File: src/rtl/clk_phase_gen.sv
// rtl/clk_phase_gen.sv - multi-phase programmable clock divider with shadowed, boundary-applied config
// Optional programmable high time: define CLK_PHASE_GEN_DUTY_EN.
module clk_phase_gen #(
  parameter int DIV_WIDTH  = 8,
  parameter int NUM_PHASES = 4,
  parameter int SEL_WIDTH  = (NUM_PHASES > 1) ? $clog2(NUM_PHASES) : 1,
  parameter int RESET_DIV  = 7
) (
  input  logic                  clk,
  input  logic                  reset,
  input  logic                  enable,
  input  logic [DIV_WIDTH-1:0]  cfg_div,
  input  logic                  cfg_div_we,
  input  logic [SEL_WIDTH-1:0]  cfg_sel,
  input  logic [DIV_WIDTH-1:0]  cfg_off,
  input  logic                  cfg_off_we,
  input  logic                  cfg_commit,
`ifdef CLK_PHASE_GEN_DUTY_EN
  input  logic [DIV_WIDTH-1:0]  cfg_high,
  input  logic                  cfg_high_we,
`endif
  output logic                  cfg_pending,
  output logic [NUM_PHASES-1:0] phase_clk,
  output logic                  sync_pulse,
  output logic                  running
);
  localparam int CW = DIV_WIDTH + 1;
  localparam logic [CW-1:0] ONE     = CW'(1);
  localparam logic [CW-1:0] RESET_P = CW'(RESET_DIV + 1);

  typedef enum logic {IDLE, RUN} state_t;
  state_t state, state_n;

  logic [CW-1:0]        cnt, cnt_n;
  logic [CW-1:0]        per;
  logic [CW-1:0]        per_new;
  logic [CW-1:0]        high;
  logic [DIV_WIDTH-1:0] div_sh;
  logic [DIV_WIDTH-1:0] off_sh  [NUM_PHASES];
  logic [DIV_WIDTH-1:0] off_act [NUM_PHASES];
  logic [NUM_PHASES-1:0] phase_n;
  logic run_en, wrap, apply;

  function automatic logic phase_hi(input logic [CW-1:0] c, input logic [CW-1:0] o,
                                    input logic [CW-1:0] p, input logic [CW-1:0] h);
    logic [CW-1:0] d;
    d = (c >= o) ? c - o : c + p - o;
    return d < h;
  endfunction

  function automatic logic [DIV_WIDTH-1:0] clamp_off(input logic [DIV_WIDTH-1:0] o,
                                                     input logic [CW-1:0] p);
    return (CW'(o) > p - ONE) ? DIV_WIDTH'(p - ONE) : o;
  endfunction

  assign per_new = (div_sh == '0) ? CW'(2) : CW'(div_sh) + ONE;
  assign run_en  = (state == RUN) && enable;
  assign wrap    = (cnt == per - ONE);
  // Apply only on a period boundary: entering RUN or the P-1 -> 0 wrap.
  assign apply   = cfg_pending && enable && ((state == IDLE) || wrap);
  assign running = (state == RUN);

`ifdef CLK_PHASE_GEN_DUTY_EN
  logic [DIV_WIDTH-1:0] high_sh;
  logic [CW-1:0]        high_act, high_new;

  always_comb begin
    high_new = CW'(high_sh);
    if (high_new == '0)
      high_new = ONE;
    else if (high_new > per_new - ONE)
      high_new = per_new - ONE;
  end

  always_ff @(posedge clk or posedge reset) begin
    if (reset) begin
      high_sh  <= DIV_WIDTH'(RESET_P >> 1);
      high_act <= RESET_P >> 1;
    end else begin
      if (cfg_high_we) high_sh <= cfg_high;
      if (apply)       high_act <= high_new;
    end
  end

  assign high = high_act;
`else
  assign high = per >> 1;
`endif

  always_comb begin
    state_n = state;
    cnt_n   = '0;
    case (state)
      IDLE: if (enable) state_n = RUN;
      RUN: begin
        if (!enable)   state_n = IDLE;
        else if (!wrap) cnt_n = cnt + ONE;
      end
    endcase
  end

  always_comb begin
    phase_n = '0;
    for (int k = 0; k < NUM_PHASES; k++)
      phase_n[k] = run_en && phase_hi(cnt, CW'(off_act[k]), per, high);
  end

  always_ff @(posedge clk or posedge reset) begin
    if (reset) begin
      state       <= IDLE;
      cnt         <= '0;
      per         <= RESET_P;
      div_sh      <= DIV_WIDTH'(RESET_DIV);
      cfg_pending <= 1'b0;
      phase_clk   <= '0;
      sync_pulse  <= 1'b0;
      for (int k = 0; k < NUM_PHASES; k++) begin
        off_sh[k]  <= '0;
        off_act[k] <= '0;
      end
    end else begin
      state       <= state_n;
      cnt         <= cnt_n;
      phase_clk   <= phase_n;
      sync_pulse  <= run_en && (cnt == '0);
      cfg_pending <= apply ? 1'b0 : (cfg_pending | cfg_commit);
      if (cfg_div_we) div_sh <= cfg_div;
      if (apply)      per    <= per_new;
      for (int k = 0; k < NUM_PHASES; k++) begin
        if (cfg_off_we && cfg_sel == SEL_WIDTH'(k)) off_sh[k] <= cfg_off;
        if (apply) off_act[k] <= clamp_off(off_sh[k], per_new);
      end
    end
  end
endmodule

File: config.mk
export PLATFORM = sky130hd
export DESIGN_NAME = clk_phase_gen
export DESIGN_NICKNAME = d
export VERILOG_FILES = /design/src/rtl/clk_phase_gen.sv
export SDC_FILE = /design/constraint.sdc
export NUM_CORES = 1
export LEC_CHECK = 0
export BUFFER_PORTS_ARGS = -buffer_cell sky130_fd_sc_hd__buf_2
export CORE_UTILIZATION = 27
export CTS_CLUSTER_DIAMETER = 40
export CTS_CLUSTER_SIZE = 20
export DETAILED_ROUTE_END_ITERATION = 7
export REMOVE_ABC_BUFFERS = 1
export SETUP_SLACK_MARGIN = 0.02
export SLEW_MARGIN = 10
export SYNTH_ARGS = -nofsm -noshare
export SYNTH_HDL_FRONTEND = slang
export SYNTH_SLANG_ARGS = --single-unit
File: constraint.sdc
create_clock -name clk -period 6.5 [get_ports clk]
set_input_delay 1.3 -clock clk [delete_from_list [all_inputs] [get_ports clk]]
set_output_delay 1.3 -clock clk [all_outputs]
set_load 0.01 [all_outputs]
# Yosys cells after proc, flatten, opt, wreduce, memory -nomap -nowiden

Index checks and enable logic that the tools add are counted.

Input port bits: 24
Output and inout bits: 7
Word-level logic and storage cells: 76
Bits in registers: 97

Add/sub/neg operators: 13
Reduce and logical (&&, ||, !) cells: 16
Equal/unequal tests: 4
Order comparisons: 12
Bitwise logic cells: 2
Muxes and demuxes: 14

Operators with widths:

| cell                                                                  | number |
|---|---|
| 9-bit 2-to-1 mux                                                      | 8 |
| 9-bit by 8-bit subtractor with 9-bit output                           | 8 |
| 9-bit by 8-bit >= comparator with 1-bit output                        | 4 |
| 8-bit by 9-bit greater-than comparator with 1-bit output              | 4 |
| 9-bit by 8-bit < comparator with 1-bit output                         | 4 |
| 8-bit 2-to-1 mux                                                      | 4 |
| 9-bit by 1-bit subtractor with 9-bit output, second input constant    | 2 |
| 1-bit logical AND                                                     | 12 |
| 8-bit by 1-bit adder with 9-bit output, second input constant         | 1 |
| 9-bit by 1-bit adder with 9-bit output, second input constant         | 1 |
| 9-bit adder                                                           | 1 |
| 9-bit equality test                                                   | 1 |
| 9-bit logical NOT                                                     | 1 |
| 8-bit logical NOT                                                     | 1 |
| 2-bit equality test, second input constant                            | 2 |
| 2-bit by 1-bit equality test with 1-bit output, second input constant | 1 |
| 2-bit logical NOT                                                     | 1 |
| 1-bit 2-to-1 mux                                                      | 2 |
| 1-bit logical OR                                                      | 1 |
| 1-bit NOT                                                             | 1 |
| 1-bit OR                                                              | 1 |

# Depth between registers and ports, before layout

Gate-level depths: netlist of the first run.

Depth in word-level cells: 5
Mapped depth: 22
Depth with buffers taken out: 22

# Least setup slack after synthesis of the first run

Ideal clock, no wire load.

Kind: flip-flop to flip-flop
Start: reg cnt[1]
End: reg phase_clk[1]
Buffers on the path: 0
Period minus slack after synthesis: 4.495 ns
Cell stages (with the launch flop): 20
Data required time: 6.421 ns
Path slack: 2.005 ns
Arrival: 4.416 ns
Library setup time: 0.079 ns
Cells stage by stage: dfrtp_1 > inv_1 > fa_1 > nor2b_1 > o21ai_0 > a21boi_0 > o21ai_0 > nor2b_1 > xnor2_1 > ha_1 > a21oi_1 > o21ai_0 > a211oi_1 > ha_1 > a211oi_1 > o2111ai_1 > a211o_1 > o21ai_0 > o311ai_0 > o2bb2ai_1

Longest elaborated chain between the ends: 5
Elaborated cells on any way between the ends: 7
Those cells by class: 3 x add/sub; 2 x order compare; 1 x mux; 1 x reduce/logical

Ends and longest elaborated chain:

| what                                            | RTL line | RTL |
|---|---|---|
| from (decl)                                     | 34       | `logic [CW-1:0] cnt, cnt_n;` |
| from (signal assigned)                          | 123      | `cnt <= cnt_n;` |
| 9-bit adder                                     | 47       | `d = (c >= o) ? c - o : c + p - o;` |
| 9-bit by 8-bit subtractor with 9-bit output     | 47       |  |
| 9-bit 2-to-1 mux *                              | 47       |  |
| 9-bit by 8-bit < comparator with 1-bit output * | 48       | `return d < h;` |
| 1-bit logical AND *                             | 105      | `phase_n[k] = run_en && phase_hi(cnt, CW'(off_act[k]), per, high);` |
| net phase_n[1]                                  | 41       | `logic [NUM_PHASES-1:0] phase_n;` |
| to (signal assigned)                            | 124      | `phase_clk <= phase_n;` |
| to (decl)                                       | 23       | `output logic [NUM_PHASES-1:0] phase_clk,` |

Mark *: on every way through the listed nets, which the timed path passes. The rest lies on a longest branch.
A chain may end at the register's enable or synchronous reset.

# Worst setup path after layout of the first run

Start: reg per[1]
End: reg phase_clk[0]

Longest elaborated chain between the ends: 5

Ends and longest elaborated chain:

| what                                            | RTL line | RTL |
|---|---|---|
| from (decl)                                     | 35       | `logic [CW-1:0] per;` |
| from (signal assigned)                          | 128      | `if (apply) per <= per_new;` |
| 9-bit adder                                     | 47       |  |
| 9-bit by 8-bit subtractor with 9-bit output     | 47       |  |
| 9-bit 2-to-1 mux                                | 47       |  |
| 9-bit by 8-bit < comparator with 1-bit output * | 48       |  |
| 1-bit logical AND *                             | 105      |  |
| net phase_n[0]                                  | 41       |  |

Marks and branches as above.

==> reports/qor.csv, run 1 <==
metric,value,unit
synth cell count leaders,"ha_1 (138), dfrtp_1 (93), inv_1 (84)",
Worst setup SP type,register,
Crit path buffers/inverters,1,
Mean Syn Cell Area,9.28,µm²
All-Layer GR Usage,14.9,%
die span in y,191,µm
worst-path cell chain,inv_2 > fa_1 > nor2b_1 > o21ai_0 > a21boi_0 > o21ai_0 > nor2b_1 > xnor2_1 > ha_1 > a21oi_1 > a211oi_1 > nor4b_1 > ha_1 > nand3_1 > a21oi_1 > a2111oi_0 > o41ai_1 > o32ai_1,
DRT iter0 DRCs,600,
IO Count,31,
largest net degree at the start of global routing,56,
Worst Tran Pin Value,0.849,ns
Nets,1236,
WL per Instance,17.4,µm
"Slew Viols, Final",0,
Leak,4.92,nW
CTS tree,done,
status,completed,
Post-synth EDFFs,0,
# resized after CTS,0,
later-pin clock latency in the skew report,0.37,ns
adder-cell area share of the yosys netlist,19.8,%
via/cell ratio,5.10,
Syn Inst Count,1035,
Slew HR,43.0,%
Die W,191,µm
post-synthesis compound-gate area fraction,16.4,%
post-route minimum period,5.41,ns
CP max stage delay,0.63,ns
H-tree depth,3,
gp weighted congestion,0.936,
multiplexer share of the synthesized area,13.3,%
dpl cells,1509,
Ys Warns,0,
critical path class,reg -> reg,
crit share post-route,83.2,%
top-count cell post-synth,ha_1,
Unique masters post-synth,75,
clk sinks,97,
first drt pass iteration count,7,
starting density of the core,27.6,%
Worst-path clk slew,0.08,ns
vias,7783,
Critical Path End Type,register,
"area leader, netlist",dfrtp_1,
final hold vios,0,
DRC,0,
CP max-delay cell,dfrtp_1,
Mapped Area,9610,µm²
Synth top area share,24.2,%
# setup viols final,0,
Critical Path AT,5.68,ns
Post-Route Skew,0.0102,ns
PwrDens,459,nW/µm²
Area growth syn-to-layout,10.2,%
Synth Area in XOR/XNOR,7.28,%
Finished Layout Cells,1525,
share of layout cells above drive strength 1,12.3,%
CTS hold repair buffers,0,
Crit Path Max Fanout,10,
TNS Setup,0,ns
ANT cells,0,
MaxCap Viol Count,0,
initial antenna violation count,1,
post-route ant nets,0,
area of the die,36300,µm²
clock root buffer,clkbuf_16,
first-pass GRT wire length,41700,µm
most common flop cell mapped by yosys,dfrtp_1,
vias in the first global route,7497,
remaining global-route overflow,0,
Min-Delay Path Class,reg -> reg,
Worst Path Required,6.77,ns
largest cells by area after synthesis,"dfrtp_1 (24%), ha_1 (18%), mux2i_1 (6.7%)",
"delay-heaviest family, CP",compound AO/OA/AOI/OAI gates,
sequential element share of the synthesized area,25.3,%
CTS buffer count,9,
Post-CTS Repair Setup Buffers,0,
Async SR Flop Fraction,100,%
Synth Register Bits,97,
Fmax achieved,185,MHz
largest family of logic cells by synthesized area,adder cells,
Final HPWL DP,20700,µm
port bufs,30,
# rows,68,
Max IR drop VDD,0.191,mV
core area,34800,µm²
drt total wl,26500,µm
Post-Synth Simple-Gate Area,13.1,%
unrepaired setup endpoints after global routing,false,
CTS Buffer Depth,2,
[kinds of logic after synthesis]
group / after synthesis
AO/OA/AOI/OAI: 239
adder cells (fa/ha/maj): 147
buffers and inverters: 110
flip-flops: 97
AND/OR/NAND/NOR: 245
XOR/XNOR: 79
multiplexers: 118
[tightest hold or removal path: cells and delay by family, from the launching register on]
kind | cells | cell delay [ns]
flip-flops | 1 | 0.36
AND/OR/NAND/NOR | 2 | 0.13
[per-stage QoR]
stage | hold slack (ns) | utilization (%) | cell area, µm² | setup slack [ns] | power, W
after global placement | 0.530 | 29.6 | 10300 | 1.48 | 0.00417
after global routing | 0.555 | 30.4 | 10600 | 0.664 | 0.00531
after CTS | 0.542 | 30.4 | 10600 | 1.22 | 0.00484
final | 0.524 | 30.4 | 10600 | 1.09 | 0.00486
after floorplan | 0.496 | - | 9470 | 1.88 | 0.00346
after detailed placement | 0.524 | 29.6 | 10300 | 1.25 | 0.00425
[layer usage]
layer / part of all wire [%] / GRT usage (%) / vias to the layer above / wire length, µm
met5: 0 / 0 / - / 0
met4: 2.2 / 4.43 / 0 / 590
met3: 5.3 / 2.43 / 34 / 1400
met2: 42 / 22.3 / 222 / 11200
met1: 50 / 21.7 / 3715 / 13300
li1: - / - / 3812 / -
[where the power goes]
group	internal [W]	total, W	switching, W	leakage (nW)
Combinational	0.00149	0.00337	0.00188	3.60
Sequential	0.000776	0.000931	0.000155	1.17
Clock	0.000272	0.000556	0.000284	0.148
[state kept, by name, indices dropped and copies added (netlist names)]
register,flops
per,9
phase_clk,4
off_act,32
cfg_pending,1
cnt,9
div_sh,8
sync_pulse,1
running,1
off_sh,32
[final timing paths]
kind	start	end	slack, ns	cells past startpoint
worst max register to register	per[1]	phase_clk[0]	1.09	18
worst max-delay path	per[1]	phase_clk[0]	1.09	18
worst min register to register	cfg_pending	cfg_pending	0.52	2
max in group asynchronous	reset	cnt[3]	4.33	3
worst min-delay path	cfg_pending	cfg_pending	0.52	2
min in group asynchronous	reset	div_sh[4]	0.99	2
[cells in the final DEF (no fill, tap or decap), drive strengths merged, types with 5 or more instances in the layout]
cell type	count
nor3	15
mux2	53
xor2	36
a211oi	14
a21boi	8
mux2i	65
nor4	5
buf	41
inv	91
a41oi	5
o21a	9
and3	10
nand4	22
ha	138
a21o	26
dfrtp	93
xnor2	43
nand3	14
nor2	74
a21oi	64
fa	9
or3	9
nand2	43
o21ai	63
nor2b	19
nand2b	11
clkbuf	9
[area by class of cell]
type | count | area (µm²)
Multi-Input combinational cell | 828 | 6720
Timing Repair Buffer | 41 | 233
Sequential cell | 97 | 2430
Tap cell | 455 | 569
Inverter | 88 | 333
Fill cell | 3633 | 24200
Clock buffer | 9 | 225
Clock inverter | 7 | 75.1
(Power assumes the default switching activity.)
==> run 2, diff against run 1 <==
clock period = 5.1 ns   (was 6.5 ns; I/O delays follow)
==> reports/qor.csv, run 2 (same netlist as run 1, synthesis figures left out) <==
metric,value,unit,change
TNS Setup,0,ns,unchanged
DRT iter0 DRCs,606,,+1.0%
Worst Tran Pin Value,0.862,ns,+0.0132 ns
ANT cells,0,,unchanged
drt total wl,26900,µm,+1.5%
worst reg-to-reg setup slack,0.41,ns,-0.68 ns
FF/Latch Area,2430,µm²,about the same
IO Count,31,,unchanged
post-route minimum period,4.69,ns,-0.715 ns
WL per Instance,17.5,µm,+0.73%
Largest regs,"off_act: 32 flops, off_sh: 32 flops",,
clk sinks,97,,unchanged
crit share post-route,92.0,%,+8.8 points
share of layout cells above drive strength 1,13.8,%,+1.4 points
# rows,68,,unchanged
via/cell ratio,5.10,,about the same
PwrDens,583,nW/µm²,+27%
CTS Buffer Depth,2,,unchanged
Area growth syn-to-layout,11.3,%,
first drt pass iteration count,5,,-2
most frequent cells in the layout,"ha_1 (138), dfrtp_1 (92), inv_1 (83), nor2_1 (73)",,
Critical Path End Type,register,,
"commonest non-fill, non-tap cell in the layout",ha_1,,
Final HPWL DP,21100,µm,+1.6%
multi-input combinational cell area,6730,µm²,+0.24%
vias in the first global route,7630,,+1.8%
H-tree depth,3,,unchanged
die span in y,191,µm,unchanged
CP max-delay cell,dfstp_2,,
Worst-path clk slew,0.08,ns,about the same
initial antenna violation count,0,,-1
Worst Hold End,cfg_pending,,
Nets,1248,,+0.97%
Worst Path Required,5.37,ns,-1.40 ns
CTS buffer count,9,,unchanged
Slew HR,42.5,%,-0.47 points
worst-path cell chain,ha_1 > and3_1 > xor2_1 > or3_1 > o32ai_2 > xor2_1 > inv_1 > ha_1 > nand2_1 > a21oi_1 > a221o_1 > o311a_1 > mux2_4 > mux2_4,,
Die W,191,µm,unchanged
"Slew Viols, Final",0,,unchanged
All-Layer GR Usage,15.4,%,+0.46 points
FILL cells,3609,,-0.66%
Fmax achieved,213,MHz,+15%
gp weighted congestion,0.958,,+2.4%
HP Start,cfg_pending,,
FF-to-FF Start,div_sh[0],,
Reg-to-Reg End,off_act[8],,
later-pin clock latency in the skew report,0.38,ns,about the same
# setup viols final,0,,unchanged
status,completed,,
Post-Route Skew,0.00896,ns,-0.00128 ns
Crit Path Max Fanout,11,,+1
port bufs,30,,unchanged
CTS hold repair buffers,0,,unchanged
CP max stage delay,0.64,ns,about the same
core area,34800,µm²,unchanged
starting density of the core,27.6,%,unchanged
MaxCap Viol Count,0,,unchanged
area of the die,36300,µm²,unchanged
"Core Util, Final",30.7,%,+0.30 points
Worst Reg-to-Reg Cells,14,,-4
final hold vios,0,,unchanged
unrepaired setup endpoints after global routing,false,,
CTS tree,done,,
critical path class,reg -> reg,,
CP startpoint,div_sh[0],,
clock root buffer,clkbuf_16,,
largest net degree at the start of global routing,70,,+25%
first-pass GRT wire length,42500,µm,+2.1%
vias,7841,,+0.75%
Worst setup SP type,register,,
Min-Delay Path Class,reg -> reg,,
Leak,4.99,nW,+1.3%
DRC,0,,unchanged
Critical Path AT,4.96,ns,-0.72 ns
remaining global-route overflow,0,,unchanged
Min-Delay Path Depth,2,,unchanged
Max IR drop VDD,0.279,mV,+46%
post-route ant nets,0,,unchanged
run 2: power by group:
group | switching [W] | internal, W | total (W)
clock | 0.000360 | 0.000358 | 0.000719
combinational | 0.00242 | 0.00192 | 0.00434
sequential | 0.000181 | 0.000989 | 0.00117
total | 0.00296 | 0.00327 | 0.00623
run 2: per-stage QoR:
step	hold WS [ns]	instance area [µm²]	std cells	worst slack, ns	power, W
detailed placement	0.515	10400	1520	0.167	0.00544
floorplan	0.496	9470	1013	0.481	0.00441
global route	0.548	10700	1537	0.0553	0.00686
CTS	0.534	10700	1536	0.130	0.00621
finish	0.521	10700	1537	0.408	0.00623
global placement	0.510	10400	1520	0.295	0.00535
run 2: how the worst max path moves through the flow:
stage               slack, ns  depth (start not counted)           end
finish                   0.41                         14    off_act[8]
global route             0.06                         19  phase_clk[1]
CTS                      0.13                         20  phase_clk[1]
detailed placement       0.17                         20  phase_clk[1]
global placement         0.30                         20  phase_clk[1]
floorplan                0.48                         16  phase_clk[0]
run 2: layout make-up:
type                    instances  share of cell area [%]
well taps                     455                    5.33
clock buffers                  10                    2.24
clock inverters                 6                   0.550
repair buffers                 53                    3.02
flip-flops and latches         97                    22.8
multi-input cells             828                    63.0
inverters                      88                    3.11
run 2: per-layer routing:
layer	vias up	GRT usage (%)	part of all wire, %
met5	-	0	0
met4	0	4.58	1.8
met3	31	2.78	5.6
met2	220	22.9	42
met1	3748	22.3	50
li1	3842	-	-
run 2: repair_timing:
| action | 4_1_cts | 5_1_grt |
|---|---|---|
| gates resized for setup | 0 | 6 |
| setup endpoints to repair | 0 | 2 |
| buffers inserted | 0 | 1 |
run 2: critical path, delay by kind of cell (launching register included):
family | cells | cell delay [ns]
AOI/OAI and AO/OA | 4 | 1.00
xor gates and xnor gates | 2 | 0.57
adders and majority gates | 2 | 0.77
buffers and inverters | 1 | 0.22
DFF | 1 | 0.64
muxes | 2 | 0.59
and+or+nand+nor | 3 | 0.78
